--- config.mk ---
export PLATFORM = sky130hd
export DESIGN_NAME = load_store_unit
export DESIGN_NICKNAME = d
export VERILOG_FILES = /design/src/rtl/lsu_pkg.sv /design/src/rtl/lsu_align.sv /design/src/rtl/load_store_unit.sv
export SDC_FILE = /design/constraint.sdc
export NUM_CORES = 1
export LEC_CHECK = 0
export CAP_MARGIN = 25
export CORE_ASPECT_RATIO = 0.8
export CORE_MARGIN = 5
export CORE_UTILIZATION = 30
export DETAILED_ROUTE_END_ITERATION = 8
export GPL_TIMING_DRIVEN = 0
export SYNTH_ARGS = -nofsm -noshare
export SYNTH_HDL_FRONTEND = slang
export SYNTH_HIERARCHICAL = 1
export SYNTH_SLANG_ARGS = --single-unit
--- constraint.sdc ---
create_clock -name CLK -period 6.29 [get_ports CLK]
set_input_delay 1.887 -clock CLK [delete_from_list [all_inputs] [get_ports CLK]]
set_output_delay 1.887 -clock CLK [all_outputs]
set_load 0.02 [all_outputs]
--- src/rtl/lsu_pkg.sv ---
`default_nettype none
// ============================================================================
// Module      : lsu_pkg
// Description : Shared definitions for the load/store unit: RV32 load/store
//               funct3 encodings, FSM state type and default memory size.
// Revision    : 1.0 - initial release
// ============================================================================
package lsu_pkg;

    localparam int LSU_MEM_BYTES = 1024;

    localparam logic [2:0] F3_B  = 3'b000;
    localparam logic [2:0] F3_H  = 3'b001;
    localparam logic [2:0] F3_W  = 3'b010;
    localparam logic [2:0] F3_BU = 3'b100;
    localparam logic [2:0] F3_HU = 3'b101;

    typedef enum logic [2:0] {
        S_IDLE   = 3'd0,
        S_LD_RD  = 3'd1,
        S_ST_WR  = 3'd2,
        S_RMW_RD = 3'd3,
        S_RMW_WR = 3'd4,
        S_RESP   = 3'd5
    } lsu_state_t;

endpackage : lsu_pkg
`default_nettype wire

--- src/rtl/lsu_align.sv ---
`default_nettype none
// ============================================================================
// Module      : lsu_align
// Description : Combinational lane logic for the load/store unit.
//               Load path : pick byte/half at the byte offset of a read word
//                           and sign/zero extend it according to funct3.
//               Store path: merge a byte/half of store data into a word
//                           (full word replacement for SW).
// Ports       : i_rd_word     - word read from memory (load path)
//               i_offset      - byte offset ADDR[1:0]
//               i_funct3      - RV32 load/store funct3
//               i_merge_word  - previously read word (store path)
//               i_store_data  - rs2 value
//               o_load_data   - extended load result
//               o_merged_word - word to write back
// Revision    : 1.0 - initial release
// ============================================================================
module lsu_align
    import lsu_pkg::*;
(
    input  logic [31:0] i_rd_word,
    input  logic [1:0]  i_offset,
    input  logic [2:0]  i_funct3,
    input  logic [31:0] i_merge_word,
    input  logic [31:0] i_store_data,
    output logic [31:0] o_load_data,
    output logic [31:0] o_merged_word
);

    logic [7:0]  w_byte;
    logic [15:0] w_half;
    logic [3:0]  w_byte_en;
    logic [31:0] w_lane_data;

    // Halfwords are naturally aligned, so only ADDR[1] selects the half.
    assign w_byte = i_rd_word[{i_offset, 3'b000} +: 8];
    assign w_half = i_rd_word[{i_offset[1], 4'b0000} +: 16];

    always_comb begin
        o_load_data = i_rd_word;
        case (i_funct3)
            F3_B:    o_load_data = {{24{w_byte[7]}}, w_byte};
            F3_H:    o_load_data = {{16{w_half[15]}}, w_half};
            F3_BU:   o_load_data = {24'h000000, w_byte};
            F3_HU:   o_load_data = {16'h0000, w_half};
            default: o_load_data = i_rd_word;
        endcase
    end

    // Store data is replicated across all lanes; the byte enables pick which
    // lanes take it and which keep the old memory contents.
    always_comb begin
        w_byte_en   = 4'b1111;
        w_lane_data = i_store_data;
        case (i_funct3)
            F3_B: begin
                w_byte_en   = 4'b0001 << i_offset;
                w_lane_data = {4{i_store_data[7:0]}};
            end
            F3_H: begin
                w_byte_en   = i_offset[1] ? 4'b1100 : 4'b0011;
                w_lane_data = {2{i_store_data[15:0]}};
            end
            default: begin
                w_byte_en   = 4'b1111;
                w_lane_data = i_store_data;
            end
        endcase
    end

    for (genvar k = 0; k < 4; k++) begin : g_lane
        assign o_merged_word[8*k +: 8] = w_byte_en[k] ? w_lane_data[8*k +: 8]
                                                      : i_merge_word[8*k +: 8];
    end

endmodule : lsu_align
`default_nettype wire

--- src/rtl/load_store_unit.sv ---
`default_nettype none
// ============================================================================
// Module      : load_store_unit
// Description : MEM-stage initiator for the byte-addressed data memory.
//               Executes one load/store per request, extends load data,
//               performs SB/SH as read-modify-write on a word-only memory,
//               stalls the pipeline while busy and reports access faults.
// Ports       : CLK, RESET (async, active-high)
//               REQ_READ/REQ_WRITE/FUNCT3/ADDR/STORE_DATA - pipeline request
//               LOAD_DATA, STALL, DONE, ACCESS_FAULT      - pipeline response
//               DM_READ/DM_WRITE/DM_ADDRESS/DM_WRITEDATA  - memory command
//               DM_READDATA                               - memory read data
// Revision    : 1.0 - initial release
// ============================================================================
module load_store_unit
    import lsu_pkg::*;
#(
    parameter int MEM_BYTES   = LSU_MEM_BYTES,
    parameter int CHECK_RANGE = 1
) (
    input  logic        CLK,
    input  logic        RESET,
    input  logic        REQ_READ,
    input  logic        REQ_WRITE,
    input  logic [2:0]  FUNCT3,
    input  logic [31:0] ADDR,
    input  logic [31:0] STORE_DATA,
    output logic [31:0] LOAD_DATA,
    output logic        STALL,
    output logic        DONE,
    output logic        ACCESS_FAULT,
    output logic        DM_READ,
    output logic        DM_WRITE,
    output logic [31:0] DM_ADDRESS,
    output logic [31:0] DM_WRITEDATA,
    input  logic [31:0] DM_READDATA
);

    localparam logic [31:0] C_MAX_WORD_ADDR = 32'(MEM_BYTES - 4);

    lsu_state_t  r_state;
    lsu_state_t  w_next_state;

    logic [2:0]  r_funct3;
    logic [31:0] r_addr;
    logic [31:0] r_store_data;
    logic [31:0] r_merge;
    logic [31:0] r_load_data;
    logic        r_fault;

    logic        w_req;
    logic        w_is_store;
    logic        w_illegal;
    logic        w_misaligned;
    logic        w_out_of_range;
    logic        w_fault;
    logic [31:0] w_load_ext;
    logic [31:0] w_merged;

    // A store request takes priority over a simultaneous load request.
    assign w_req      = REQ_READ | REQ_WRITE;
    assign w_is_store = REQ_WRITE;

    // ---------------------------------------------------------------------
    // Fault decode on the incoming request
    // ---------------------------------------------------------------------
    always_comb begin
        w_illegal      = 1'b0;
        w_misaligned   = 1'b0;
        w_out_of_range = 1'b0;
        if (w_is_store) begin
            w_illegal = !((FUNCT3 == F3_B) || (FUNCT3 == F3_H) || (FUNCT3 == F3_W));
        end else begin
            w_illegal = (FUNCT3 == 3'b011) || (FUNCT3 == 3'b110) || (FUNCT3 == 3'b111);
        end
        case (FUNCT3[1:0])
            2'b01:   w_misaligned = ADDR[0];
            2'b10:   w_misaligned = (ADDR[1:0] != 2'b00);
            default: w_misaligned = 1'b0;
        endcase
        if (CHECK_RANGE != 0) begin
            w_out_of_range = ({ADDR[31:2], 2'b00} > C_MAX_WORD_ADDR);
        end
        w_fault = w_illegal | w_misaligned | w_out_of_range;
    end

    // ---------------------------------------------------------------------
    // Lane extraction / merge
    // ---------------------------------------------------------------------
    lsu_align u_align (
        .i_rd_word     (DM_READDATA),
        .i_offset      (r_addr[1:0]),
        .i_funct3      (r_funct3),
        .i_merge_word  (r_merge),
        .i_store_data  (r_store_data),
        .o_load_data   (w_load_ext),
        .o_merged_word (w_merged)
    );

    // ---------------------------------------------------------------------
    // FSM state register
    // ---------------------------------------------------------------------
    always_ff @(posedge CLK or posedge RESET) begin
        if (RESET) begin
            r_state <= S_IDLE;
        end else begin
            r_state <= w_next_state;
        end
    end

    // ---------------------------------------------------------------------
    // FSM next-state and output decode
    // ---------------------------------------------------------------------
    always_comb begin
        w_next_state = r_state;
        DM_READ      = 1'b0;
        DM_WRITE     = 1'b0;
        DM_WRITEDATA = 32'h0;
        DONE         = 1'b0;
        ACCESS_FAULT = 1'b0;
        STALL        = 1'b0;
        case (r_state)
            S_IDLE: begin
                STALL = w_req;
                if (w_req) begin
                    if (w_fault) begin
                        w_next_state = S_RESP;
                    end else if (!w_is_store) begin
                        w_next_state = S_LD_RD;
                    end else if (FUNCT3 == F3_W) begin
                        w_next_state = S_ST_WR;
                    end else begin
                        w_next_state = S_RMW_RD;
                    end
                end
            end
            S_LD_RD: begin
                STALL        = 1'b1;
                DM_READ      = 1'b1;
                w_next_state = S_RESP;
            end
            S_ST_WR: begin
                STALL        = 1'b1;
                DM_WRITE     = 1'b1;
                DM_WRITEDATA = r_store_data;
                w_next_state = S_RESP;
            end
            S_RMW_RD: begin
                STALL        = 1'b1;
                DM_READ      = 1'b1;
                w_next_state = S_RMW_WR;
            end
            S_RMW_WR: begin
                STALL        = 1'b1;
                DM_WRITE     = 1'b1;
                DM_WRITEDATA = w_merged;
                w_next_state = S_RESP;
            end
            S_RESP: begin
                // The pipeline advances in this cycle, so no stall here.
                DONE         = 1'b1;
                ACCESS_FAULT = r_fault;
                w_next_state = S_IDLE;
            end
            default: begin
                w_next_state = S_IDLE;
            end
        endcase
    end

    // ---------------------------------------------------------------------
    // Datapath capture registers
    // ---------------------------------------------------------------------
    always_ff @(posedge CLK or posedge RESET) begin
        if (RESET) begin
            r_funct3     <= 3'b000;
            r_addr       <= 32'h0;
            r_store_data <= 32'h0;
            r_merge      <= 32'h0;
            r_load_data  <= 32'h0;
            r_fault      <= 1'b0;
        end else begin
            case (r_state)
                S_IDLE: begin
                    if (w_req) begin
                        r_funct3     <= FUNCT3;
                        r_addr       <= ADDR;
                        r_store_data <= STORE_DATA;
                        r_fault      <= w_fault;
                    end
                end
                S_LD_RD:  r_load_data <= w_load_ext;
                S_RMW_RD: r_merge     <= DM_READDATA;
                default: ;
            endcase
        end
    end

    assign DM_ADDRESS = {r_addr[31:2], 2'b00};
    assign LOAD_DATA  = r_load_data;

endmodule : load_store_unit
`default_nettype wire

==> flow_summary.yaml, run 1 <==
clock_tree:
  cts_root_buffer: "clkbuf_16"
  clockBufferDepth: 2
  cts-buffers-inserted: 17
  cts_tree: "yes"
  clock_sinks: 135
  cts.clk_slew.worst_paths_ns: 0.06
  h-tree-depth: 4
  cts_setup_buffers: 0
  ctsResizeCount: 0
  clk_latency_ns: 0.42
  hold_buffers: 0
route:
  drt_iter0_drc: 480
  routed_wl_mm: 23.2
  first_pass_iters: 5
  drt-vias-per-instance: 4.89
  ant_nets: 0
  avgRoutedWirePerCell_um: 19.7
  num_vias: 5769
  drc: 0
place:
  place_congestion: 0.840
  dp.cells: 1147
  hpwl_mm: 18.0
  port_buffers: 201
synthesis:
  yosysTopAreaCell: "dfrtp_1"
  yosys-top-cells-area: "dfrtp_1 (47%), mux2_2 (18%), mux2_1 (4.5%)"
  synth_compound_area_share_pct: 9.69
  synth-edff-count: 0
  synth_top_family_by_area: "multiplexers"
  yosys.area_share.simple_pct: 9.95
  async_reset_ff_share_pct: 100
  synth_top_area_share_pct: 46.8
  yosys_warnings: 6
  synth_xor_area_share_pct: 0.121
  yosysSeqAreaShare_pct: 46.8
  ys.flop_type: "dfrtp_1"
  synth-seq-cells: 135
  synth_mux_area_share_pct: 25.3
  yosysMostFrequentCell: "dfrtp_1"
  ys_types: 48
  syn_avg_cell_area_um2: 11.4
  synthAdderAreaFrac_pct: 0.693
  synth_top_cells_by_count: "dfrtp_1 (135), mux2_2 (115), nand2_1 (74)"
  syn_inst: 632
  syn-cell-area_um2: 7220
global_route:
  grt_pass1_vias: 5751
  grt_pass1_wl_mm: 34.6
  grt_antenna_before_repair: 0
  track_usage_pct: 16.7
  overflow: 0
  grt_start_max_net_pins: 78
sta:
  setup_tns_ns: 0
  rsz0062_at_grt: "false"
  fin_crit_ns: 5.19
  finalSetupViolations: 0
  max_freq_mhz: 193
  slew_viol_final: 0
  tightest_slew_ns: 0.643
  min_period_over_period_pct: 82.5
  relSlewSlack_pct: 57.2
  finalHoldViolations: 0
  finClkSkew_ns: 0.0111
final_layout:
  drive_above_1_share_pct: 25.6
  final_nets: 961
  instances_no_fill: 1179
  area_delta_synth_final_pct: 42.2
  diodes: 0
pwr:
  p_per_area_nw_per_um2: 545
  ir_worst_vdd_mv: 0.189
  p_leak_uw: 0.00432
critical_path:
  path_buf_inv: 2
  path_depth: 4
  crit_path_frequent_cell: "clkdlybuf4s50_1"
  cp_max_fo: 5
  cp.arrival_ns: 3.30
  worst_path_max_delay_cell: "clkdlybuf4s50_1"
  path_class: "input pin to output port"
  reg2reg_depth: 6
  crit_required_ns: 4.40
  crit_family: "buffers and inverters"
  worstSetupEndpointType: "output port"
  slowest_delay_ns: 0.63
  path_cells: "clkdlybuf4s50_1 -> nor2_1 -> a21oi_1 -> clkdlybuf4s50_1"
  startpoint_type: "input pin"
worst_hold_path:
  hold_depth: 1
  hold_class: "flip-flop to flip-flop"
floorplanning:
  ios: 204
  start_util_pct: 30.7
  die_area_um2: 27300
  core-area_um2: 23500
  rows: 50
  die_h_um: 149
  die_w_um: 183
run:
  cap_violations: 0
outcome:
  status: "completed"
## through the flow
stage | utilization [%] | setup WS, ns | hold WS (ns) | instance area [µm²] | power (µW)
2_1_floorplan | - | 0.792 | 0.459 | 7220 | 3350
3_3_place_gp | 40.9 | -1.51 | 0.470 | 9630 | 4530
3_5_place_dp | 41.1 | 1.10 | 0.477 | 9660 | 4560
4_1_cts | 43.7 | 1.10 | 0.490 | 10300 | 5630
5_1_grt | 43.7 | 1.04 | 0.499 | 10300 | 5920
6_report | 43.7 | 1.10 | 0.483 | 10300 | 5590
## cells by family after synthesis
| kind of cell | count (synthesis) |
|---|---|
| mux | 163 |
| flops | 135 |
| simple gates | 148 |
| other cells | 1 |
| compound gates | 100 |
| buf+inv | 80 |
| xor+xnor | 1 |
| fa+ha+maj | 4 |
## placed cells by master, fill, tap and decap left out, types with 2 or more instances in the layout
cell type	Yosys	final
clkdlybuf4s50_1	0	201
dfrtp_1	135	135
mux2_2	115	115
nand2_1	74	74
buf_4	39	39
a22o_1	32	32
nor2_1	30	30
mux2_1	29	29
a21oi_1	23	23
o21ai_0	18	18
mux2i_1	18	18
clkbuf_16	0	17
clkbuf_1	12	14
buf_2	13	13
nand3_1	12	12
buf_6	10	10
a31oi_1	8	8
inv_1	6	5
nor2b_1	5	5
a22oi_1	5	5
nor4_1	4	4
ha_1	4	4
o211ai_1	3	3
nor3b_2	3	3
clkinvlp_4	0	3
clkinv_4	0	3
bufinv_16	0	3
nand2b_1	3	3
nor3_4	2	2
and3_1	2	2
and2_1	2	2
nand3b_1	2	2
o21a_1	2	2
conb_1	1	2
clkbuf_8	0	2
clkinv_2	0	2
o21ai_1	2	2
## power by group
group / total [µW] / internal [µW] / switching [µW]
Clock: 1040 / 645 / 391
Sequential: 1480 / 1210 / 262
Combinational: 3080 / 1540 / 1540
## area by class of cell
cell class,count,area [µm²]
Multi-Input combinational cell,418,3310
Clock buffer,21,460
Buffer,74,515
Inverter,6,27.5
Sequential cell,135,3380
Timing Repair Buffer,202,2040
Clock inverter,11,149
Tap cell,312,390
Fill cell,2289,13300
## metal layers
layer,vias up,global-route usage [%],wire length (µm)
met3,22,5.68,2110
li1,2664,-,-
met4,0,4.13,287
met2,208,25.1,10200
met5,-,0,0
met1,2875,23.3,10500
## path summary, 6_finish.rpt
kind | to | from | slack (ns)
hold reg to reg | r_addr[24] | r_addr[24] | 0.48
hold / removal | r_addr[24] | r_addr[24] | 0.48
min in group asynchronous | LOAD_DATA[30] | RESET | 1.92
max in group asynchronous | r_store_data[8] | RESET | 3.58
setup reg to reg | LOAD_DATA[5] | r_addr[1] | 4.20
setup / recovery | STALL | REQ_WRITE | 1.10
## registers in the layout, indices dropped and copies added (netlist names)
signal        cells
r_addr           32
r_merge          32
r_fault           1
r_funct3          3
r_state           3
LOAD_DATA        32
r_store_data     32
(Power assumes the default switching activity.)
==> inputs of run 2 (changes only) <==
==> constraint.sdc (replaced) <==
create_clock -name CLK -period 4.3 [get_ports CLK]
set_input_delay 1.29 -clock CLK [delete_from_list [all_inputs] [get_ports CLK]]
set_output_delay 1.29 -clock CLK [all_outputs]
set_load 0.02 [all_outputs]
==> flow_summary.yaml, run 2 (synthesized netlist as in run 1, its figures left out) <==
route:
  drt_iter0_drc: 446
  first_pass_iters: 5
  m1WireLength_mm: 10.6
  avgRoutedWirePerCell_um: 19.6
  drc: 0
  drt-vias-per-instance: 4.80
  wl_met2_mm: 10.2
  num_vias: 5666
  ant_nets: 0
  routed_wl_mm: 23.2
  route.met3.wl_mm: 2.06
  dr.max_layer_used: "met4"
global_route:
  grt_start_max_net_pins: 40
  track_usage_pct: 17.0
  grt_antenna_before_repair: 0
  grt_pass1_wl_mm: 35.1
  overflow: 0
  grt_pass1_vias: 5903
run:
  cap_violations: 0
critical_path:
  worstSetupEndpointType: "output port"
  path_buf_inv: 3
  path_class: "flip-flop to output port"
  path_cells: "buf_2 -> o21ai_1 -> buf_2 -> nor2_1 -> a21oi_1 -> a22o_1 -> clkdlybuf4s50_1"
  startpoint_type: "flip-flop"
  regToRegSetupSlack_ns: 2.25
  crit_required_ns: 3.01
  crit_path_frequent_cell: "buf_2"
  slowest_delay_ns: 0.62
  cp_max_fo: 10
  cp.arrival_ns: 2.84
  worst_path_max_delay_cell: "clkdlybuf4s50_1"
  crit_family: "buffers and inverters"
sta:
  max_freq_mhz: 242
  min_period_over_period_pct: 96.1
  holdWs_ns: 0.485
  rsz0062_at_grt: "false"
  finalSetupViolations: 0
  relSlewSlack_pct: 56.8
  fin_crit_ns: 4.13
  tightest_slew_ns: 0.648
  finalHoldViolations: 0
  finClkSkew_ns: 0.00886
  slew_viol_final: 0
pwr:
  p_leak_uw: 0.00436
  p_per_area_nw_per_um2: 792
  ir_worst_vdd_mv: 0.274
place:
  hpwl_mm: 18.1
  port_buffers: 201
  place_congestion: 0.882
clock_tree:
  clk_latency_ns: 0.42
  cts_root_buffer: "clkbuf_16"
  ctsResizeCount: 0
  cts.clk_slew.worst_paths_ns: 0.06
  h-tree-depth: 4
  hold_buffers: 0
  cts_setup_buffers: 0
  cts-buffers-inserted: 17
  cts_tree: "yes"
  clockBufferDepth: 2
  clock_sinks: 135
floorplanning:
  die_w_um: 183
  rows: 50
  die_area_um2: 27300
  ios: 204
  die_h_um: 149
  start_util_pct: 30.7
  core-area_um2: 23500
final_layout:
  drive_above_1_share_pct: 25.6
  post-route-util_pct: 43.7
  final_cell_mix: "clkdlybuf4s50_1 (199), dfrtp_1 (135), mux2_2 (115)"
  area_delta_synth_final_pct: 42.5
  final_common_cell: "clkdlybuf4s50_1"
  diodes: 0
  fillerInstances: 2306
  final_nets: 963
worst_hold_path:
  hold_class: "flip-flop to flip-flop"
outcome:
  status: "completed"
==> run 2: cell types whose count changed in the layout (fill, tap and decap cells not counted) <==
cell,delta
nor2_4,+1
clkbuf_1,+1
clkdlybuf4s50_1,-2
buf_12,+3
dlymetal6s2s_1,+2
clkinv_4,-3
clkinv_2,+2
nor2_2,-1
buf_16,-1
inv_6,-1
==> run 2: through the flow <==
stage / instance area (µm²) / TNS (ns) / std cells / worst slack (ns) / power, µW
2_1_floorplan: 7230 / 0 / 633 / 1.33 / 4900
3_5_place_dp: 9690 / 0 / 1149 / 0.312 / 6670
6_report: 10300 / 0 / 1180 / 0.168 / 8150
4_1_cts: 10300 / 0 / 1180 / 0.0669 / 8200
5_1_grt: 10300 / 0 / 1180 / 0.0151 / 8650
3_3_place_gp: 9630 / -8.65 / 1146 / -0.0769 / 6620
==> run 2: power by group <==
group	internal, µW	total, µW	switching [µW]
Combinational	2250	4510	2260
Sequential	1780	2160	382
Clock	936	1490	552
Total	4960	8150	3190
==> run 2: worst paths after layout <==
kind / startpoint / end / cells after the start
setup / recovery: r_addr[1] / DM_WRITEDATA[13] / 7
hold / removal: r_addr[13] / r_addr[13] / 1
setup reg to reg: r_addr[1] / LOAD_DATA[5] / 6
hold reg to reg: r_addr[13] / r_addr[13] / 1
max in group asynchronous: RESET / LOAD_DATA[24] / 4
min in group asynchronous: RESET / r_addr[8] / 2
==> run 2: final cells by class <==
type | instances | area, µm² | area share [%]
Buffer | 74 | 515 | 5.01
Clock buffer | 22 | 464 | 4.51
Clock inverter | 9 | 125 | 1.22
Inverter | 6 | 26.3 | 0.255
Multi-Input combinational cell | 418 | 3310 | 32.2
Sequential cell | 135 | 3380 | 32.8
Tap cell | 312 | 390 | 3.79
Timing Repair Buffer | 204 | 2080 | 20.2
==> run 2: layer usage <==
layer  up-vias  track usage (%)
met4         0             4.13
met5         -                0
met1      2792             23.8
li1       2659                -
met2       196             24.9
met3        19             6.22
